<file path="src/rtl/game_pkg.sv">
// ---------------------------------------------------------------------------
// game_pkg
// Shared definitions for the boxhead screen sequencer:
//   - state_e       : game phase encoding (matches the game_state output code)
//   - KEY_SPACE/P   : HID keycodes used for start and pause
//   - overlay sprite geometry (size, screen centre, packed-ROM base) for the
//     title, pause and game-over images
// ---------------------------------------------------------------------------
package game_pkg;

    typedef enum logic [1:0] {
        ST_START    = 2'b00,
        ST_PLAYING  = 2'b01,
        ST_PAUSED   = 2'b10,
        ST_GAMEOVER = 2'b11
    } state_e;

    localparam logic [7:0] KEY_SPACE = 8'd44;
    localparam logic [7:0] KEY_P     = 8'd19;

    // All three images live back to back in one row-major ROM.
    localparam int unsigned TITLE_W    = 180;
    localparam int unsigned TITLE_H    = 30;
    localparam int unsigned TITLE_CX   = 160;
    localparam int unsigned TITLE_CY   = 80;
    localparam int unsigned TITLE_BASE = 0;

    localparam int unsigned PAUSE_W    = 120;
    localparam int unsigned PAUSE_H    = 30;
    localparam int unsigned PAUSE_CX   = 160;
    localparam int unsigned PAUSE_CY   = 120;
    localparam int unsigned PAUSE_BASE = 5400;

    localparam int unsigned GOVER_W    = 180;
    localparam int unsigned GOVER_H    = 30;
    localparam int unsigned GOVER_CX   = 160;
    localparam int unsigned GOVER_CY   = 120;
    localparam int unsigned GOVER_BASE = 9000;

endpackage

</file>
<file path="src/rtl/overlay_window.sv">
// ---------------------------------------------------------------------------
// overlay_window
// Combinational hit test and ROM address for one rectangular sprite.
// Ports:
//   px_i, py_i  in  9   current pixel coordinate
//   hit_o       out 1   pixel lies inside [X0,X0+W) x [Y0,Y0+H)
//   addr_o      out 18  BASE + (py-Y0)*W + (px-X0); meaningful only on hit
// ---------------------------------------------------------------------------
module overlay_window #(
    parameter int unsigned X0   = 0,
    parameter int unsigned Y0   = 0,
    parameter int unsigned W    = 1,
    parameter int unsigned H    = 1,
    parameter int unsigned BASE = 0
) (
    input  logic [8:0]  px_i,
    input  logic [8:0]  py_i,
    output logic        hit_o,
    output logic [17:0] addr_o
);

    localparam logic [17:0] X0_L   = 18'(X0);
    localparam logic [17:0] X1_L   = 18'(X0 + W);
    localparam logic [17:0] Y0_L   = 18'(Y0);
    localparam logic [17:0] Y1_L   = 18'(Y0 + H);
    localparam logic [17:0] W_L    = 18'(W);
    localparam logic [17:0] BASE_L = 18'(BASE);

    logic [17:0] px;
    logic [17:0] py;
    logic [17:0] dx;
    logic [17:0] dy;

    assign px = {9'd0, px_i};
    assign py = {9'd0, py_i};
    // Offsets wrap when outside the window; harmless because hit_o gates use.
    assign dx = px - X0_L;
    assign dy = py - Y0_L;

    assign hit_o  = (px >= X0_L) && (px < X1_L) && (py >= Y0_L) && (py < Y1_L);
    assign addr_o = BASE_L + dy * W_L + dx;

endmodule

</file>
<file path="src/rtl/game_screen_ctrl.sv">
// ---------------------------------------------------------------------------
// game_screen_ctrl
// Screen sequencer: START -> PLAYING <-> PAUSED, PLAYING -> GAMEOVER -> START.
// Gates gameplay (Game_Run), pulses Game_Reset on each new game and drives a
// registered overlay address into the shared title/pause/game-over ROM.
// Ports:
//   Clk, Reset_n            clock, asynchronous active-low reset
//   keycode     in  8       current key (0 = none); events on key press edge
//   frame_tick  in  1       one-cycle pulse per frame
//   player_dead in  1       level, player health reached zero
//   PixelX/Y    in  9       current pixel coordinate
//   game_state  out 2       00 START, 01 PLAYING, 10 PAUSED, 11 GAMEOVER
//   Game_Run    out 1       high only while PLAYING
//   Game_Reset  out 1       one-cycle pulse on START->PLAYING
//   is_obj      out 1       overlay pixel valid (1-cycle latency)
//   Obj_address out 18      overlay ROM address (0 when no hit)
// Optional build macro GAMESTART_BLINK_EN: blink the title in START with a
// half-period of BLINK_FRAMES frames.
// ---------------------------------------------------------------------------
module game_screen_ctrl
    import game_pkg::*;
#(
    parameter int unsigned FRAME_W         = 9,
    parameter int unsigned GAMEOVER_FRAMES = 180,
    parameter int unsigned BLINK_FRAMES    = 30,
    parameter logic [7:0]  KEY_START       = KEY_SPACE,
    parameter logic [7:0]  KEY_PAUSE       = KEY_P
) (
    input  logic        Clk,
    input  logic        Reset_n,
    input  logic [7:0]  keycode,
    input  logic        frame_tick,
    input  logic        player_dead,
    input  logic [8:0]  PixelX,
    input  logic [8:0]  PixelY,
    output logic [1:0]  game_state,
    output logic        Game_Run,
    output logic        Game_Reset,
    output logic        is_obj,
    output logic [17:0] Obj_address
);

    localparam logic [FRAME_W-1:0] GO_LAST = FRAME_W'(GAMEOVER_FRAMES - 1);

    state_e             state_q;
    logic               run_q;
    logic               greset_q;
    logic [7:0]         key_prev_q;
    logic [FRAME_W-1:0] go_cnt_q;
    logic               start_evt;
    logic               pause_evt;

    // A held key fires only on the cycle it first appears.
    assign start_evt = (keycode == KEY_START) && (key_prev_q != KEY_START);
    assign pause_evt = (keycode == KEY_PAUSE) && (key_prev_q != KEY_PAUSE);

    always_ff @(posedge Clk or negedge Reset_n) begin
        if (!Reset_n) begin
            state_q    <= ST_START;
            run_q      <= 1'b0;
            greset_q   <= 1'b0;
            key_prev_q <= 8'd0;
            go_cnt_q   <= '0;
        end else begin
            key_prev_q <= keycode;
            greset_q   <= 1'b0;
            case (state_q)
                ST_START: begin
                    if (start_evt) begin
                        state_q  <= ST_PLAYING;
                        run_q    <= 1'b1;
                        greset_q <= 1'b1;
                    end
                end
                ST_PLAYING: begin
                    // Death wins over a simultaneous pause press.
                    if (player_dead) begin
                        state_q  <= ST_GAMEOVER;
                        run_q    <= 1'b0;
                        go_cnt_q <= '0;
                    end else if (pause_evt) begin
                        state_q <= ST_PAUSED;
                        run_q   <= 1'b0;
                    end
                end
                ST_PAUSED: begin
                    if (pause_evt || start_evt) begin
                        state_q <= ST_PLAYING;
                        run_q   <= 1'b1;
                    end
                end
                ST_GAMEOVER: begin
                    if (start_evt) begin
                        state_q <= ST_START;
                    end else if (frame_tick) begin
                        if (go_cnt_q == GO_LAST) begin
                            state_q <= ST_START;
                        end else begin
                            go_cnt_q <= go_cnt_q + 1'b1;
                        end
                    end
                end
                default: begin
                    state_q <= ST_START;
                    run_q   <= 1'b0;
                end
            endcase
        end
    end

    assign game_state = state_q;
    assign Game_Run   = run_q;
    assign Game_Reset = greset_q;

    // ------------------------------------------------------------------
    // Title visibility
    // ------------------------------------------------------------------
    logic title_vis;

`ifdef GAMESTART_BLINK_EN
    localparam logic [FRAME_W-1:0] BLINK_LAST = FRAME_W'(BLINK_FRAMES - 1);

    logic [FRAME_W-1:0] blink_cnt_q;
    logic               blink_vis_q;

    // Held at its restart value outside START so entry always shows the title.
    always_ff @(posedge Clk or negedge Reset_n) begin
        if (!Reset_n) begin
            blink_cnt_q <= '0;
            blink_vis_q <= 1'b1;
        end else if (state_q != ST_START) begin
            blink_cnt_q <= '0;
            blink_vis_q <= 1'b1;
        end else if (frame_tick) begin
            if (blink_cnt_q == BLINK_LAST) begin
                blink_cnt_q <= '0;
                blink_vis_q <= ~blink_vis_q;
            end else begin
                blink_cnt_q <= blink_cnt_q + 1'b1;
            end
        end
    end

    assign title_vis = blink_vis_q;
`else
    assign title_vis = 1'b1;
`endif

    // ------------------------------------------------------------------
    // Overlay windows and registered select
    // ------------------------------------------------------------------
    logic        title_hit, pause_hit, gover_hit;
    logic [17:0] title_addr, pause_addr, gover_addr;

    overlay_window #(
        .X0(TITLE_CX - TITLE_W / 2), .Y0(TITLE_CY - TITLE_H / 2),
        .W(TITLE_W), .H(TITLE_H), .BASE(TITLE_BASE)
    ) u_title (
        .px_i(PixelX), .py_i(PixelY), .hit_o(title_hit), .addr_o(title_addr)
    );

    overlay_window #(
        .X0(PAUSE_CX - PAUSE_W / 2), .Y0(PAUSE_CY - PAUSE_H / 2),
        .W(PAUSE_W), .H(PAUSE_H), .BASE(PAUSE_BASE)
    ) u_pause (
        .px_i(PixelX), .py_i(PixelY), .hit_o(pause_hit), .addr_o(pause_addr)
    );

    overlay_window #(
        .X0(GOVER_CX - GOVER_W / 2), .Y0(GOVER_CY - GOVER_H / 2),
        .W(GOVER_W), .H(GOVER_H), .BASE(GOVER_BASE)
    ) u_gover (
        .px_i(PixelX), .py_i(PixelY), .hit_o(gover_hit), .addr_o(gover_addr)
    );

    logic        obj_d, obj_q;
    logic [17:0] addr_d, addr_q;

    always_comb begin
        obj_d  = 1'b0;
        addr_d = 18'd0;
        case (state_q)
            ST_START: begin
                if (title_hit && title_vis) begin
                    obj_d  = 1'b1;
                    addr_d = title_addr;
                end
            end
            ST_PAUSED: begin
                if (pause_hit) begin
                    obj_d  = 1'b1;
                    addr_d = pause_addr;
                end
            end
            ST_GAMEOVER: begin
                if (gover_hit) begin
                    obj_d  = 1'b1;
                    addr_d = gover_addr;
                end
            end
            default: begin
                obj_d  = 1'b0;
                addr_d = 18'd0;
            end
        endcase
    end

    always_ff @(posedge Clk or negedge Reset_n) begin
        if (!Reset_n) begin
            obj_q  <= 1'b0;
            addr_q <= 18'd0;
        end else begin
            obj_q  <= obj_d;
            addr_q <= addr_d;
        end
    end

    assign is_obj      = obj_q;
    assign Obj_address = addr_q;

endmodule

</file>
<file path="config.mk">
export PLATFORM = sky130hd
export DESIGN_NAME = game_screen_ctrl
export DESIGN_NICKNAME = d
export VERILOG_FILES = /design/src/rtl/game_pkg.sv /design/src/rtl/overlay_window.sv /design/src/rtl/game_screen_ctrl.sv
export SDC_FILE = /design/constraint.sdc
export NUM_CORES = 1
export LEC_CHECK = 0
export CORE_MARGIN = 4
export CORE_UTILIZATION = 35
export CTS_CLUSTER_SIZE = 20
export DETAILED_ROUTE_END_ITERATION = 10
export SYNTH_ARGS = -nofsm -noshare
export SYNTH_HDL_FRONTEND = slang
export SYNTH_SLANG_ARGS = --single-unit
</file>
<file path="constraint.sdc">
create_clock -name Clk -period 2.3 [get_ports Clk]
set_input_delay 0.69 -clock Clk [delete_from_list [all_inputs] [get_ports Clk]]
set_output_delay 0.69 -clock Clk [all_outputs]
set_load 0.03 [all_outputs]
</file>
Yosys cells after proc, flatten, opt, wreduce, memory -nomap -nowiden
Index checks and enable logic that the tools add are counted.

Bits in registers: 40. Input port bits: 30. Output and inout port bits: 23.

Add/subtract/negate cells: 10. $mul: 3. Magnitude comparators: 8. Eq/ne operators: 17. Muxes and demuxes: 28. Reduce and logical (&&, ||, !) cells: 17.

Operators with widths (number): 18-bit adder (3); 18-bit 2-to-1 mux (3); 18-bit case mux with 3 select lines (1); 9-bit by 7-bit subtractor with 10-bit output, second input constant (4); 9-bit by 7-bit >= comparator with 1-bit output, second input constant (4); 18-bit by 6-bit multiplier with 16-bit output, second input constant (2); 9-bit 2-to-1 mux (4); 9-bit by 8-bit < comparator with 1-bit output, second input constant (3); 13-bit by 18-bit adder with 18-bit output, first input constant (1); 14-bit by 18-bit adder with 18-bit output, first input constant (1); 18-bit by 4-bit multiplier with 15-bit output, second input constant (1); 9-bit case mux with 2 select lines (1); 2-bit 2-to-1 mux (7); 2-bit inequality test, second input constant (6); 1-bit logical AND (10); 5-bit AND reduction (2); 9-bit by 1-bit adder with 9-bit output, second input constant (1); 9-bit by 8-bit == test with 1-bit output, second input constant (1); 9-bit by 7-bit < comparator with 1-bit output, second input constant (1); 1-bit 2-to-1 mux (9); 3-bit inequality test, second input constant (3); 8-bit by 5-bit == test with 1-bit output, second input constant (1); 8-bit by 6-bit == test with 1-bit output, second input constant (1); 8-bit by 5-bit inequality test with 1-bit output, second input constant (1); other kinds (10) (12).

Logic depth before layout (Yosys ltp)
Gate-level depths: netlist (run 1).

Depth after elaboration: 6. Mapped depth: 31. Depth with buffers taken out: 31.

Hierarchy
From an unflattened synthesis (run 1), not the netlist that was laid out.

Cell total of the unflattened synthesis: 1101. Area total of the unflattened synthesis: 9023.7 um^2.

Modules (own cells, without submodules): overlay_window at u_gover (instances 1, cells an instance 317, area an instance 2499.9 um^2, seq. area each 0.0 um^2); overlay_window at u_title (instances 1, cells an instance 312, area an instance 2337.2 um^2, seq. area each 0.0 um^2); overlay_window at u_pause (instances 1, cells an instance 295, area an instance 2282.2 um^2, seq. area each 0.0 um^2); game_screen_ctrl (instances 1, cells an instance 177, area an instance 1904.3 um^2, seq. area each 1001.0 um^2).

Worst setup path before layout (run 1)
OpenSTA, ideal clock, no wires.

Path kind: input -> register. Start point: in PixelY[1]. End point: reg addr_q[17], in the netlist Obj_address[17]. Data arrival time: 6.169 ns. Path slack: -4.008 ns. Stages on the path: 24. Path through: inv_1 > ha_1 > nand2b_1 > a21oi_1 > or2_1 > buf_2 > nand2_1 > inv_1 > ha_1 > fa_1 > inv_1 > fa_1 > inv_1 > ha_1 > xnor2_1 > ha_1 > ha_1 > a2111o_1 > o221a_2 > o41ai_1 > a21oi_1 > o211ai_1 > xor2_1 > o221ai_1.

Longest elaborated chain between the ends: 6.

RTL lines: from (decl) (RTL line game_screen_ctrl.sv:35) `input logic [8:0] PixelY,`; 9-bit by 7-bit subtractor with 10-bit output (RTL line overlay_window.sv:38) `assign dy = py - Y0_L;`; 18-bit by 6-bit multiplier with 16-bit output or 18-bit by 4-bit multiplier with 15-bit output (tied branches) (RTL line overlay_window.sv:41) `assign addr_o = BASE_L + dy * W_L + dx;`; 14-bit by 18-bit adder with 18-bit output or 13-bit by 18-bit adder with 18-bit output (tied branches) (RTL line overlay_window.sv:41); 18-bit adder (RTL line overlay_window.sv:41); 18-bit 2-to-1 mux, on equally long branches (RTL line game_screen_ctrl.sv:196, game_screen_ctrl.sv:190); 18-bit case mux with 3 select lines * (RTL line game_screen_ctrl.sv:182) `case (state_q)`; via addr_d[17] (RTL line game_screen_ctrl.sv:177) `logic [17:0] addr_d, addr_q;`; to (signal assigned) (RTL line game_screen_ctrl.sv:214) `addr_q <= addr_d;`; to (decl) (RTL line game_screen_ctrl.sv:177).

Mark *: on every way through the listed nets, which the timed path passes. The rest lies on a longest branch. A chain may end at the register's enable or synchronous reset.

Worst setup path after layout (run 1)
Start point: in PixelY[1]. End point: reg addr_q[16], in the netlist Obj_address[16].

The elaborated chain is that of the path after synthesis.

==> summary.md, run 1 <==
| Metric | Value |
|---|---|
| Filler instances | `around 1,800` |
| Crit-path slowest cell | `fa_1` |
| Setup WS post-layout | `-3.30 ns` |
| Fin Setup TNS | `-34.69 ns` |
| Grt total ovfl | `0` |
| Crit path buf inv count | `5` |
| Crit Path Class | `in -> reg` |
| Area growth from synthesis to layout | `63.8%` |
| Routability cong. | `0.866` |
| Ys Warns | `0` |
| Ys flop type | `dfrtp_1` |
| Delay-heaviest family, CP | `adder cells` |
| Clock-pin transition on the worst setup and hold timing paths | `around 0.06 ns` |
| Starting Density | `approximately 36%` |
| Vias in the first global route | `just over 8,000` |
| Final ANT Viol Nets | `0` |
| Port bufs | `between 50 and 60` |
| Hold Slack | `around 0.46 ns` |
| Final wirelength | `between 20,000 and 30,000 um` |
| Yosys top cell by area | `ha_1` |
| CP Data Required Time | `2.46 ns` |
| Final period util | `243%` |
| Delay of the slowest critical-path stage | `around 0.51 ns` |
| Critical path depth | `26` |
| Async set-reset flop share out of synthesis | `between 90% and 100%` |
| Worst vdd ir | `1.12 mV` |
| GR met1 Demand/Resource | `about a quarter` |
| Placement Rows | `54` |
| First-pass GRT wire length | `approximately 41,000 um` |
| Detailed-router iteration count before antenna repair | `5` |
| Synth Net Count | `between 1,000 and 1,500` |
| Mapped Area | `7960 um^2` |
| Total power | `21.7 mW` |
| Routed length per instance | `~15 um` |
| M2 GR Usage | `a little over a third` |
| Internal Pwr Total | `~12 mW` |
| Die Y | `between 150 and 200 um` |
| Flop pwr share | `under 10%` |
| Outcome | `complete, but fails checks` |
| Vias per cell | `a little under 5` |
| Worst slew pin tran | `approximately 0.67 ns` |
| Core area | `around 22,000 um^2` |
| Total Die Area | `25,200 um^2` |
| CP Capture Type | `register` |
| Final #Nets | `roughly 1,600` |
| Hpwl dp | `between 20,000 and 25,000 um` |
| P_sw | `approximately 9.8 mW` |
| GR peak layer | `met2` |
| N_diodes | `0` |
| Hold Fails Final Rpt | `0` |
| Synthesized instance count | `974` |
| Worst EP arrival | `between 5 and 6 ns` |
| Max cap viols | `0` |
| CTS Hold Bufs | `0` |
| DR DRC count | `0` |
| Power Dens Cells | `~1700 nW/um^2` |
| CTS buffer count | `5` |
| Slew margin rel. | `around 55%` |
| TritonCTS clock tree | `done` |
| Vias | `between 7,000 and 8,000` |
| GRT Util Overall | `slightly below 20%` |
| Pleak | `around 6.4 nW` |
| Top-area cell type share of the netlist area | `between 20% and 30%` |
| Largest net degree at the start of global routing | `between 40 and 50` |
| RSZ-0062 raised after global routing | `yes` |
| Die width | `159 um` |
| Seq cells post-synth | `40` |
| Register area share after synthesis | `between 10 and 15%` |
| Initial antenna violation count | `1` |
| CP max FO | `4` |
| Failing checks | `negative setup slack` |
| Longest Clk Path Bufs | `2` |
| Dpl ws | `-4.21 ns` |
| Fmax achieved | `179 MHz` |
| Synth cell types | `72` |
| Initial drt markers | `roughly 280` |
| Comb pwr share | `93.2%` |
| Clk sinks | `40` |
| Share of cells above drive strength 1 | `between 40% and 50%` |
| Final max-slew violation count | `0` |
| Met3 Usage GRT | `under 10%` |
| Most common cell in the netlist | `inv_1` |
| Number of flops mapped to enable cells by yosys | `0` |
| Hold WC Path Type | `in -> async` |
| Startpoint Class | `input pin` |
| H-tree levels | `2` |
| Switching portion of total power | `between 40% and 50%` |
| I/O Pins | `53` |
| Shortest period the worst path allows | `roughly 5.6 ns` |
| Synth top area cells | `ha_1 23%, dfrtp_1 13%, fa_1 11%` |
| Final setup viols | `19` |
| Most frequent cells after synthesis | `178 x inv_1, 144 x ha_1, 69 x xnor2_1, 63 x nand2_1, 63 x nor2_1` |
| Root buf cell | `clkbuf_16` |
| Clk network pwr share | `~3.0%` |
| FF-to-FF path depth | `8` |
| Clk_lat worst skew | `0.27 ns` |
| Avg Inst Size Synth | `approximately 8.2 um^2` |
| Fin Clk Skew | `a little over 0.004 ns` |
per-stage QoR:
stage	instance area, um^2	instances	utilization [%]
final	13000	1636	59.0
after global routing	13000	1636	59.0
after CTS	12500	1619	56.5
after detailed placement	11400	1573	51.5
after global placement	11400	1573	51.5
after floorplan	8460	974	-
path summary, 6_finish.rpt:
| path | slack, ns | startpoint | endpoint |
|---|---|---|---|
| min in group Clk | 0.54 | Game_Run$_DFFE_PN0P_ | Game_Run$_DFFE_PN0P_ |
| worst min-delay path | 0.46 | Reset_n | Game_Reset$_DFF_PN0_ |
| worst max register to register | 0.13 | key_prev_q[0]$_DFF_PN0_ | go_cnt_q[6]$_DFFE_PN0P_ |
| worst max-delay path | -3.30 | PixelY[1] | Obj_address[16]$_DFF_PN0_ |
| max in group asynchronous | 1.49 | Reset_n | key_prev_q[5]$_DFF_PN0_ |
| worst min register to register | 0.54 | Game_Run$_DFFE_PN0P_ | Game_Run$_DFFE_PN0P_ |
area by class of cell:
class                   count  area (um^2)  area share [%]
flip-flops and latches     40         1000            7.68
inverters                 181          694            5.33
multi-input cells         735         7640            58.6
well taps                 280          350            2.69
repair buffers            393         3210            24.7
clock buffers               6          129           0.989
clock inverters             1         5.00          0.0384
metal layers:
metal,part of all wire [%],vias up
met2,50,117
met4,3.2,2
met3,2.3,36
met5,0.028,-
li1,-,4065
met1,44,3777
flip-flops by register name (all words and copies together) (netlist names):
signal       count
is_obj           1
Game_Reset       1
key_prev_q       8
Game_Run         1
Obj_address     18
go_cnt_q         9
game_state       2
cells in the final DEF, fill, tap and decap left out, types with 6 or more instances in the layout:
cell | netlist | final
xnor2_2 | 1 | 11
buf_2 | 4 | 6
inv_1 | 178 | 152
a21oi_1 | 53 | 35
a21o_1 | 14 | 13
nand2_1 | 63 | 55
nand3_1 | 23 | 19
a31oi_1 | 8 | 6
o21ai_1 | 7 | 18
a21oi_2 | 0 | 16
ha_1 | 144 | 92
buf_6 | 1 | 27
nor3_1 | 26 | 18
dfrtp_1 | 40 | 40
inv_2 | 3 | 25
fa_1 | 44 | 42
ha_4 | 0 | 47
o21ai_2 | 0 | 10
xor2_1 | 37 | 29
buf_4 | 1 | 310
o21ai_0 | 36 | 14
nand2_2 | 0 | 7
nand2b_1 | 13 | 10
o21bai_1 | 6 | 6
nor2_1 | 63 | 57
clkdlybuf4s50_1 | 0 | 30
and3_1 | 6 | 6
xnor2_1 | 69 | 54
power by group through the flow:
stage	combinational, mW	clock (mW)	sequential (mW)
floorplan	10.2	0	0.883
global placement	16.4	0	0.832
detailed placement	16.6	0	0.834
CTS	18.4	0.663	0.821
global route	22.1	0.689	0.829
finish	20.2	0.651	0.824
kinds of logic after synthesis:
logic type | after synthesis | synth area share [%]
XOR/XNOR | 107 | 11.9
AO/OA/AOI/OAI | 197 | 17.2
adder cells (fa/ha/maj) | 190 | 34.0
AND/OR/NAND/NOR | 239 | 14.5
buffers and inverters | 199 | 9.59
flip-flops | 40 | 12.6
multiplexers | 2 | 0.267
repair_timing:
| action | 4_1_cts | 5_1_grt |
|---|---|---|
| endpoints found under the setup margin | 23 | 25 |
| pin swaps | 98 | 74 |
| gates cloned | 1 | 0 |
| setup buffers | 39 | 19 |
| gates resized for setup | 173 | 97 |
No activity file was read; power rests on OpenSTA's default activity.
==> run 2, diff against run 1 <==
Settings changed: CTS_BUF_LIST set to sky130_fd_sc_hd__clkbuf_16, HOLD_SLACK_MARGIN set to 0.12.
==> run 2 against run 1 <==
- the flow still finishes with violations (negative setup slack)
- highest routed layer unchanged
- first-iteration DRC count did not move
- register-to-register slack about the same
- worst setup slack lost 0.0014 ns
- final cell count unchanged
- flip-flop and latch count unchanged
- global-route usage is the same
- combinational power hardly changed
- cell area unchanged
- clock-buffer cell count decreased by 1
- clock power fell by 0.6%
==> summary.md, run 2 (synthesis gave the netlist of run 1 again) <==
| Metric | Value |
|---|---|
| Fin Clk Skew | `0.00431 ns (was 0.00410 ns)` |
| CP Data Required Time | `2.46 ns (about the same)` |
| Vias in the first global route | `8,220 (unchanged)` |
| Dpl ws | `-4.21 ns (unchanged)` |
| Final period util | `243% (about the same)` |
| Worst EP arrival | `5.76 ns (about the same)` |
| Initial antenna violation count | `1 (unchanged)` |
| Hold Slack | `0.464 ns (was 0.465 ns)` |
| Crit-path slowest cell | `fa_1 (unchanged)` |
| DR DRC count | `0 (unchanged)` |
| Crit Path Class | `in -> reg (unchanged)` |
| Placed cell areas | `11,400 um^2 (unchanged)` |
| Die Y | `159 um (unchanged)` |
| Final wirelength | `25,100 um (about the same)` |
| Most frequent cells in the layout | `310 x buf_4, 153 x inv_1, 92 x ha_1 (was 310 x buf_4, 152 x inv_1, 92 x ha_1)` |
| Power Dens Cells | `1660 nW/um^2 (about the same)` |
| Max cap viols | `0 (unchanged)` |
| Switching portion of total power | `45.0% (about the same)` |
| Hold WC Path Type | `in -> async (unchanged)` |
| Hpwl dp | `20,600 um (unchanged)` |
| H-tree levels | `2 (unchanged)` |
| Routed length per instance | `15.4 um (was 15.3 um)` |
| Fmax achieved | `179 MHz (about the same)` |
| Startpoint Class | `input pin (unchanged)` |
| CP Capture Type | `register (unchanged)` |
| Grt total ovfl | `0 (unchanged)` |
| Setup WS post-layout | `-3.30 ns (about the same)` |
| I/O Pins | `53 (unchanged)` |
| Final setup viols | `19 (unchanged)` |
| N_diodes | `0 (unchanged)` |
| RSZ-0062 raised after global routing | `yes (unchanged)` |
| Clk network pwr share | `3.0% (about the same)` |
| Longest Clk Path Bufs | `2 (unchanged)` |
| Number of flip-flops in the largest register | `18 (unchanged)` |
| First-pass GRT wire length | `40,600 um (unchanged)` |
| Placement Rows | `54 (unchanged)` |
| Flop pwr share | `3.8% (about the same)` |
| Final ANT Viol Nets | `0 (unchanged)` |
| Port bufs | `52 (unchanged)` |
| Starting Density | `36.0% (unchanged)` |
| Failing checks | `negative setup slack (unchanged)` |
| Detailed-router iteration count before antenna repair | `6 (was 5)` |
| Total power | `21.7 mW (about the same)` |
| CTS Hold Bufs | `0 (unchanged)` |
| Largest net degree at the start of global routing | `41 (unchanged)` |
| Core area | `22,100 um^2 (unchanged)` |
| Filler instances | `1,848 (unchanged)` |
| Clk_lat worst skew | `0.27 ns (about the same)` |
| Total Die Area | `25,200 um^2 (unchanged)` |
| Final Util | `59.0% (unchanged)` |
| Commonest non-fill, non-tap cell in the layout | `buf_4 (unchanged)` |
| Delay of the slowest critical-path stage | `0.51 ns (about the same)` |
| Flop2flop setup slack | `0.13 ns (about the same)` |
| Final max-slew violation count | `0 (unchanged)` |
| Outcome | `complete, but fails checks (unchanged)` |
| Initial drt markers | `277 (unchanged)` |
| Register area | `1000 um^2 (unchanged)` |
| Worst vdd ir | `1.12 mV (unchanged)` |
| GRT Util Overall | `19.3% (unchanged)` |
| Slew margin rel. | `55.0% (was 54.9%)` |
| Comb pwr share | `93.2% (about the same)` |
| Hold Fails Final Rpt | `0 (unchanged)` |
| Worst slew pin tran | `0.671 ns (about the same)` |
| Vias per cell | `4.89 (about the same)` |
| Root buf cell | `clkbuf_16 (unchanged)` |
| Clk sinks | `40 (unchanged)` |
| CP max FO | `4 (unchanged)` |
| Share of cells above drive strength 1 | `42.1% (unchanged)` |
| Area growth from synthesis to layout | `63.8% (unchanged)` |
| Routability cong. | `0.866 (unchanged)` |
| Internal Pwr Total | `11.9 mW (about the same)` |
| Shortest period the worst path allows | `5.60 ns (about the same)` |
| Clock-pin transition on the worst setup and hold timing paths | `0.06 ns (about the same)` |
| Pleak | `6.38 nW (about the same)` |
| Area of the multi-input gates | `7640 um^2 (unchanged)` |
| P_sw | `9.76 mW (about the same)` |
| Final #Nets | `1,574 (unchanged)` |
| Die width | `159 um (unchanged)` |
| Final instance area | `13,000 um^2 (unchanged)` |
| Vias | `8,003 (was 7,997)` |
| CTS buffer count | `5 (unchanged)` |
| TritonCTS clock tree | `done (unchanged)` |
run 2: changes by cell type in the layout (fill, tap and decap cells not counted), sizes merged:
cell | before | now
clkbuf | 8 | 7
inv | 178 | 179
run 2: final timing paths:
kind | from | endpoint | cells past startpoint
min reg2reg | Game_Run$_DFFE_PN0P_ | Game_Run$_DFFE_PN0P_ | 2
max | PixelY[1] | Obj_address[16]$_DFF_PN0_ | 26
max reg2reg | key_prev_q[0]$_DFF_PN0_ | go_cnt_q[6]$_DFFE_PN0P_ | 8
max in group asynchronous | Reset_n | key_prev_q[5]$_DFF_PN0_ | 2
min in group Clk | Game_Run$_DFFE_PN0P_ | Game_Run$_DFFE_PN0P_ | 2
min | Reset_n | Game_Reset$_DFF_PN0_ | 2
run 2: metal layers:
layer	GRT usage, %	wire length [um]
met1	24.1	11000
met2	35.6	12600
met3	1.53	680
met4	5.48	812
met5	0	7
run 2: power groups by stage:
stage / clock network [mW] / logic, mW / registers, mW
after floorplan: 0 / 10.2 / 0.883
after global placement: 0 / 16.4 / 0.832
after detailed placement: 0 / 16.6 / 0.834
after CTS: 0.658 / 18.4 / 0.821
after global routing: 0.685 / 22.1 / 0.829
final: 0.647 / 20.2 / 0.824
run 2: metrics by stage:
stage,instances,setup TNS (ns)
floorplan,974,-33.32
global placement,1573,-52.15
detailed placement,1573,-53.51
CTS,1619,-34.33
global route,1636,-37.58
finish,1636,-34.70
run 2: area by class of cell:
cell class	count	area share, %
clock buffers	5	0.960
repair buffers	393	24.7
well taps	280	2.69
inverters	181	5.33
clock inverters	2	0.0672
multi-input cells	735	58.6
flip-flops and latches	40	7.68
run 2: what timing repair did:
item / CTS / global route
gates cloned: 1 / 0
gates resized for setup: 173 / 97
buffers inserted: 39 / 19
pin swaps: 98 / 74
setup endpoints to repair: 23 / 25
run 2: worst max-delay path, delay by kind of cell:
| kind | cells | cell delay (ns) |
|---|---|---|
| xor+xnor | 2 | 0.41 |
| buf+inv | 5 | 0.46 |
| simple gates | 4 | 0.89 |
| compound gates | 8 | 1.32 |
| fa+ha+maj | 7 | 1.99 |
